--- config.mk ---
export PLATFORM = sky130hd
export DESIGN_NAME = uart_rx
export DESIGN_NICKNAME = d
export VERILOG_FILES = /design/src/rtl/uart_pkg.sv /design/src/rtl/uart_rx_sync.sv /design/src/rtl/uart_rx.sv
export SDC_FILE = /design/constraint.sdc
export NUM_CORES = 1
export LEC_CHECK = 0
export BUFFER_PORTS_ARGS = -buffer_cell sky130_fd_sc_hd__buf_4
export CORE_ASPECT_RATIO = 2
export CORE_MARGIN = 5
export CORE_UTILIZATION = 51
export CTS_BUF_LIST = sky130_fd_sc_hd__clkbuf_8
export DETAILED_ROUTE_END_ITERATION = 10
export GPL_ROUTABILITY_DRIVEN = 0
export PLACE_DENSITY = 0.71
export SLEW_MARGIN = 15
export SYNTH_ARGS = -nofsm -noshare
export SYNTH_HDL_FRONTEND = slang
export SYNTH_HIERARCHICAL = 1
export SYNTH_SLANG_ARGS = --single-unit
--- constraint.sdc ---
create_clock -name clk_in -period 3.6 [get_ports clk_in]
set_input_delay 0.72 -clock clk_in [delete_from_list [all_inputs] [get_ports clk_in]]
set_output_delay 0.72 -clock clk_in [all_outputs]
set_load 0.05 [all_outputs]
--- src/rtl/uart_pkg.sv ---
// uart_pkg -- shared definitions for the UART transmitter and receiver.
//   IDLE/START/DATA/STOP : one-hot FSM state encodings
//   uart_state_t         : state register type
//   cnt_width()          : counter width helper, never returns less than 1
package uart_pkg;

  typedef logic [3:0] uart_state_t;

  localparam uart_state_t IDLE  = 4'b0001;
  localparam uart_state_t START = 4'b0010;
  localparam uart_state_t DATA  = 4'b0100;
  localparam uart_state_t STOP  = 4'b1000;

  // Bits needed to hold 0..n-1, with a floor of one bit so degenerate
  // parameterisations still produce legal vectors.
  function automatic int cnt_width(input int n);
    return (n > 2) ? $clog2(n) : 1;
  endfunction

endpackage

--- src/rtl/uart_rx_sync.sv ---
// uart_rx_sync -- two-flop synchronizer for the asynchronous serial line,
// plus a falling-edge detector on the synchronized value.
//   clk_i   : receiver clock
//   rst_ni  : asynchronous active-low reset (all flops reset to 1 = idle line)
//   rx_i    : raw asynchronous serial input
//   rx_s_o  : synchronized serial line
//   fall_o  : high for one cycle when rx_s_o goes 1 -> 0
module uart_rx_sync (
  input  logic clk_i,
  input  logic rst_ni,
  input  logic rx_i,
  output logic rx_s_o,
  output logic fall_o
);

  logic rx_meta_q;
  logic rx_s_q;
  logic rx_prev_q;

  always_ff @(posedge clk_i or negedge rst_ni) begin
    if (!rst_ni) begin
      rx_meta_q <= 1'b1;
      rx_s_q    <= 1'b1;
      rx_prev_q <= 1'b1;
    end else begin
      rx_meta_q <= rx_i;
      rx_s_q    <= rx_meta_q;
      rx_prev_q <= rx_s_q;
    end
  end

  assign rx_s_o = rx_s_q;
  assign fall_o = rx_prev_q & ~rx_s_q;

endmodule

--- src/rtl/uart_rx.sv ---
// uart_rx -- 8N1-style UART receiver with FIFO write interface.
//   clk_in       : single clock, rising edge
//   rst_n        : asynchronous active-low reset
//   rx           : asynchronous serial line, idle high
//   fifo_full_in : downstream FIFO full flag, sampled at the stop bit
//   data_out     : last successfully received word (registered)
//   rx_wr_en     : one-cycle write strobe qualifying data_out
//   frame_err    : one-cycle pulse, stop bit sampled low
//   overrun      : one-cycle pulse, good frame dropped because FIFO full
// Optional build macro UART_RX_MAJORITY_EN: every bit decision is a 2-of-3
// majority over the sample point and its two neighbours, decided one cycle
// after the plain single-sample point.
// Assumes DATA_WIDTH >= 2 and BIT_CYC >= 3.
module uart_rx
  import uart_pkg::*;
#(
  parameter int CLK_FREQUENCE = 50_000_000,
  parameter int BAUD_RATE     = 9600,
  parameter int DATA_WIDTH    = 8
) (
  input  logic                  clk_in,
  input  logic                  rst_n,
  input  logic                  rx,
  input  logic                  fifo_full_in,
  output logic [DATA_WIDTH-1:0] data_out,
  output logic                  rx_wr_en,
  output logic                  frame_err,
  output logic                  overrun
);

  localparam int BIT_CYC  = CLK_FREQUENCE / BAUD_RATE;
  localparam int HALF_CYC = BIT_CYC / 2;
  localparam int CNT_W    = cnt_width(BIT_CYC);
  localparam int BIT_W    = cnt_width(DATA_WIDTH);

  // Decision counts. With majority voting the start decision moves one
  // count later; the data/stop periods keep their length, so every later
  // window is centred on the same absolute cycle as the single-sample build.
`ifdef UART_RX_MAJORITY_EN
  localparam int START_DEC = HALF_CYC;
`else
  localparam int START_DEC = HALF_CYC - 1;
`endif
  localparam int BIT_DEC = BIT_CYC - 1;

  localparam logic [CNT_W-1:0] START_DEC_C = CNT_W'(START_DEC);
  localparam logic [CNT_W-1:0] BIT_DEC_C   = CNT_W'(BIT_DEC);
  localparam logic [BIT_W-1:0] LAST_BIT_C  = BIT_W'(DATA_WIDTH - 1);

  logic rx_s;
  logic rx_fall;
  logic smp;

  uart_rx_sync u_sync (
    .clk_i  (clk_in),
    .rst_ni (rst_n),
    .rx_i   (rx),
    .rx_s_o (rx_s),
    .fall_o (rx_fall)
  );

`ifdef UART_RX_MAJORITY_EN
  // Two previous synchronized samples; together with rx_s they form the
  // three-sample voting window ending at the decision cycle.
  logic [1:0] hist_q;

  always_ff @(posedge clk_in or negedge rst_n) begin
    if (!rst_n) hist_q <= 2'b11;
    else        hist_q <= {hist_q[0], rx_s};
  end

  assign smp = (hist_q[1] & hist_q[0]) | (hist_q[1] & rx_s) | (hist_q[0] & rx_s);
`else
  assign smp = rx_s;
`endif

  uart_state_t           state_q, state_d;
  logic [CNT_W-1:0]      cnt_q, cnt_d;
  logic [BIT_W-1:0]      bit_q, bit_d;
  logic [DATA_WIDTH-1:0] shift_q, shift_d;
  logic [DATA_WIDTH-1:0] data_q, data_d;
  logic                  wr_q, wr_d;
  logic                  fe_q, fe_d;
  logic                  ov_q, ov_d;

  always_comb begin
    state_d = state_q;
    cnt_d   = cnt_q;
    bit_d   = bit_q;
    shift_d = shift_q;
    data_d  = data_q;
    wr_d    = 1'b0;
    fe_d    = 1'b0;
    ov_d    = 1'b0;
    unique case (state_q)
      IDLE: begin
        cnt_d = '0;
        bit_d = '0;
        if (rx_fall) state_d = START;
      end
      START: begin
        if (cnt_q == START_DEC_C) begin
          cnt_d   = '0;
          // A line back high at mid start bit was a glitch, not a frame.
          state_d = smp ? IDLE : DATA;
        end else begin
          cnt_d = cnt_q + 1'b1;
        end
      end
      DATA: begin
        if (cnt_q == BIT_DEC_C) begin
          cnt_d   = '0;
          shift_d = {smp, shift_q[DATA_WIDTH-1:1]};
          if (bit_q == LAST_BIT_C) begin
            bit_d   = '0;
            state_d = STOP;
          end else begin
            bit_d = bit_q + 1'b1;
          end
        end else begin
          cnt_d = cnt_q + 1'b1;
        end
      end
      STOP: begin
        if (cnt_q == BIT_DEC_C) begin
          // Leave at mid stop bit so the next start edge is caught on time.
          cnt_d   = '0;
          state_d = IDLE;
          if (!smp) begin
            fe_d = 1'b1;
          end else if (fifo_full_in) begin
            ov_d = 1'b1;
          end else begin
            wr_d   = 1'b1;
            data_d = shift_q;
          end
        end else begin
          cnt_d = cnt_q + 1'b1;
        end
      end
      default: begin
        state_d = IDLE;
        cnt_d   = '0;
        bit_d   = '0;
      end
    endcase
  end

  always_ff @(posedge clk_in or negedge rst_n) begin
    if (!rst_n) begin
      state_q <= IDLE;
      cnt_q   <= '0;
      bit_q   <= '0;
      shift_q <= '0;
      data_q  <= '0;
      wr_q    <= 1'b0;
      fe_q    <= 1'b0;
      ov_q    <= 1'b0;
    end else begin
      state_q <= state_d;
      cnt_q   <= cnt_d;
      bit_q   <= bit_d;
      shift_q <= shift_d;
      data_q  <= data_d;
      wr_q    <= wr_d;
      fe_q    <= fe_d;
      ov_q    <= ov_d;
    end
  end

  assign data_out  = data_q;
  assign rx_wr_en  = wr_q;
  assign frame_err = fe_q;
  assign overrun   = ov_q;

endmodule

==> flow_summary.ini <==
[synthesis]
ys.warnings.count = 6
ys_ff_latch = 42
synth.distinct_cells = 31
synth_cells = 148
syn-cell-area_sq_um = 1850
yosysSeqAreaShare_pct = 57.0
syn_nets = 156
async_flop_share_pct = 100
synth_ff_type = dfrtp_1
synth_enable_flop_cells = 0
avgSynthCellArea_sq_um = 12.5

[cts]
post_cts_resized = 0
clock-sinks = 42
cts-root-buf = clkbuf_8
clockBufferDepth = 2
cts_buffers = 5
tritoncts = built
htreeDepth = 2
clk_latency_ns = 0.29
clkTransAtPathRegs_ns = 0.08
hold_buffers = 0
cts_setup_buffers = 0

[floorplan]
die_area_sq_um = 5010
core_sq_um = 3570
die_h_um = 95.2
initial_utilization_pct = 51.9
ios = 15
fp.dieW_um = 52.6
row_count = 31

[worst_setup_path]
r2r_slack_ns = 1.21
critical_path.startpoint_type = flip-flop
criticalPathCategory = reg -> reg
worstPathMaxFanout = 9
worstSetupEndpointType = flip-flop
worstPathArrival_ns = 2.57
required_ns = 3.78

[route]
viasPerCell = 5.48
ant_nets = 0
first_iter_violations = 18
drt_first_pass_iters = 4
drc = 0
wl_um = 3310
wl_per_cell_um = 15.2
num_vias = 1195

[place]
place_area_sq_um = 2020
dp_cells = 210
port_buffers = 14
dp_hpwl_um = 2450
post-place-ws_ns = 1.20

[job]
max-cap-violations = 0

[finish]
nNetsFinal = 176
multi_input_area_sq_um = 768
layoutNonFillerInstCount = 218
final_common_cell = dfrtp_1
register_area_sq_um = 1060
diodes = 0
fillers = 314
fin_area_sq_um = 2110
syn_to_final_growth_pct = 13.9
layout_common_cells = 38 x dfrtp_1, 16 x mux2_2, 15 x nor2_1, 15 x buf_4, 10 x xnor2_1
drive_gt1_share_pct = 28.4

[timing]
min_period_ns = 2.39
maxSlewViolCount = 0
hold_viol_final = 0
fin_worst_skew_ns = 0.00841
max_freq_mhz = 419
setup-tns-final_ns = 0
fin_crit_sh_pct = 66.3
setup_viol = 0
rsz0062_at_grt = no
tightest_slew_ns = 0.615
setup_slack_ns = 1.21
slew_headroom_pct = 58.4

[pwr]
p_sw_share_pct = 26.7
pwr-share-clk_pct = 31.1
power_per_cell_area_nw_per_um2 = 463
p_total_mw = 0.976
p_sw_mw = 0.260
p_int_mw = 0.715
power_frac_comb_pct = 14.6
cellLeakagePower_nw = 0.972
seqPwrFrac_pct = 54.4
vdd_drop_max_uv = 315

[global_routing]
antenna_found_initial = 0
grt_pass1_vias = 1249
grt_use_total_pct = 15.8
grt_max_degree = 43
overflow = 0
grt_pass1_wl_um = 5690

[outcome]
status = complete, no violations

[min_path]
hold_path.class = reg -> reg
-- registers in the layout, summed over array words and instances, names as in the netlist --
name and cells:
u_sync/rx_prev_q 1, rx_wr_en 1, state_q 4, data_out 8, bit_q 3, shift_q 8
u_sync/rx_meta_q 1, cnt_q 13, frame_err 1, overrun 1, u_sync/rx_s_o 1
-- cell families after synthesis --
| group | synth area share, % |
|---|---|
| compound gates | 4.80 |
| flops | 57.0 |
| fa+ha+maj | 2.70 |
| mux | 9.73 |
| simple gates | 18.6 |
| xor+xnor | 5.68 |
| buf+inv | 1.49 |
-- critical path: stages (launching register included) --
cell and delay, ns:
dfrtp_1 0.43, ha_1 0.31, and4bb_2 0.27, nand3_1 0.25, nor4b_4 0.61, mux2_2 0.41
-- cell type report --
class | instances | share of cell area (%)
tap | 49 | 2.91
timing repair buffer | 15 | 5.34
clock buffer | 6 | 3.92
inverter | 5 | 0.890
clock inverter | 2 | 0.415
sequential | 42 | 50.1
multi-input combinational | 99 | 36.4
-- cell usage after synthesis (all sizes together), types with 2 or more instances --
cell / n / area share (%)
a21o: 2 / 0.81
nand2: 6 / 1.2
dfrtp: 38 / 51
nand4: 3 / 1.0
nor3: 7 / 1.9
or4b: 3 / 1.6
a21oi: 2 / 0.54
dfstp: 4 / 5.7
nor4bb: 3 / 1.6
nor4b: 4 / 2.7
inv: 5 / 1.0
ha: 4 / 2.7
and4bb: 2 / 1.4
xnor2: 10 / 4.7
nor2: 15 / 3.0
nor2b: 2 / 1.1
mux2: 16 / 9.7
a22o: 4 / 1.9
nor4: 4 / 1.4
xor2: 2 / 0.95
nand3: 5 / 1.4
-- power groups by stage --
stage          clock network [mW]  registers [mW]  logic, mW
2_1_floorplan                   0           0.533      0.103
3_5_place_dp                    0           0.540      0.146
5_1_grt                     0.335           0.535      0.156
3_3_place_gp                    0           0.537      0.142
6_report                    0.303           0.531      0.142
4_1_cts                     0.314           0.531      0.147
-- path summary, 6_finish.rpt --
kind / startpoint / end / cells after the start
max in group asynchronous: rst_n / state_q[0] / 1
hold reg to reg: u_sync/rx_meta_q / u_sync/rx_s_o / 0
hold / removal: u_sync/rx_meta_q / u_sync/rx_s_o / 0
setup / recovery: cnt_q[0] / data_out[7] / 5
min in group asynchronous: rst_n / rx_wr_en / 1
setup reg to reg: cnt_q[0] / data_out[7] / 5
-- routing by layer --
| layer | vias up | global-route usage (%) | wire (um) |
|---|---|---|---|
| li1 | 573 | - | - |
| met1 | 589 | 16.1 | 1260 |
| met2 | 22 | 27.5 | 1810 |
| met3 | 11 | 3.76 | 112 |
| met4 | 0 | 10.4 | 126 |
| met5 | - | 0 | 0 |
-- per-stage QoR --
step | utilization [%] | hold slack, ns
CTS | 59.1 | 0.358
floorplan | - | 0.345
global placement | 56.5 | 0.346
detailed placement | 56.5 | 0.348
finish | 59.1 | 0.356
global route | 59.1 | 0.360
Note: power is estimated with default switching activity, not from simulation.
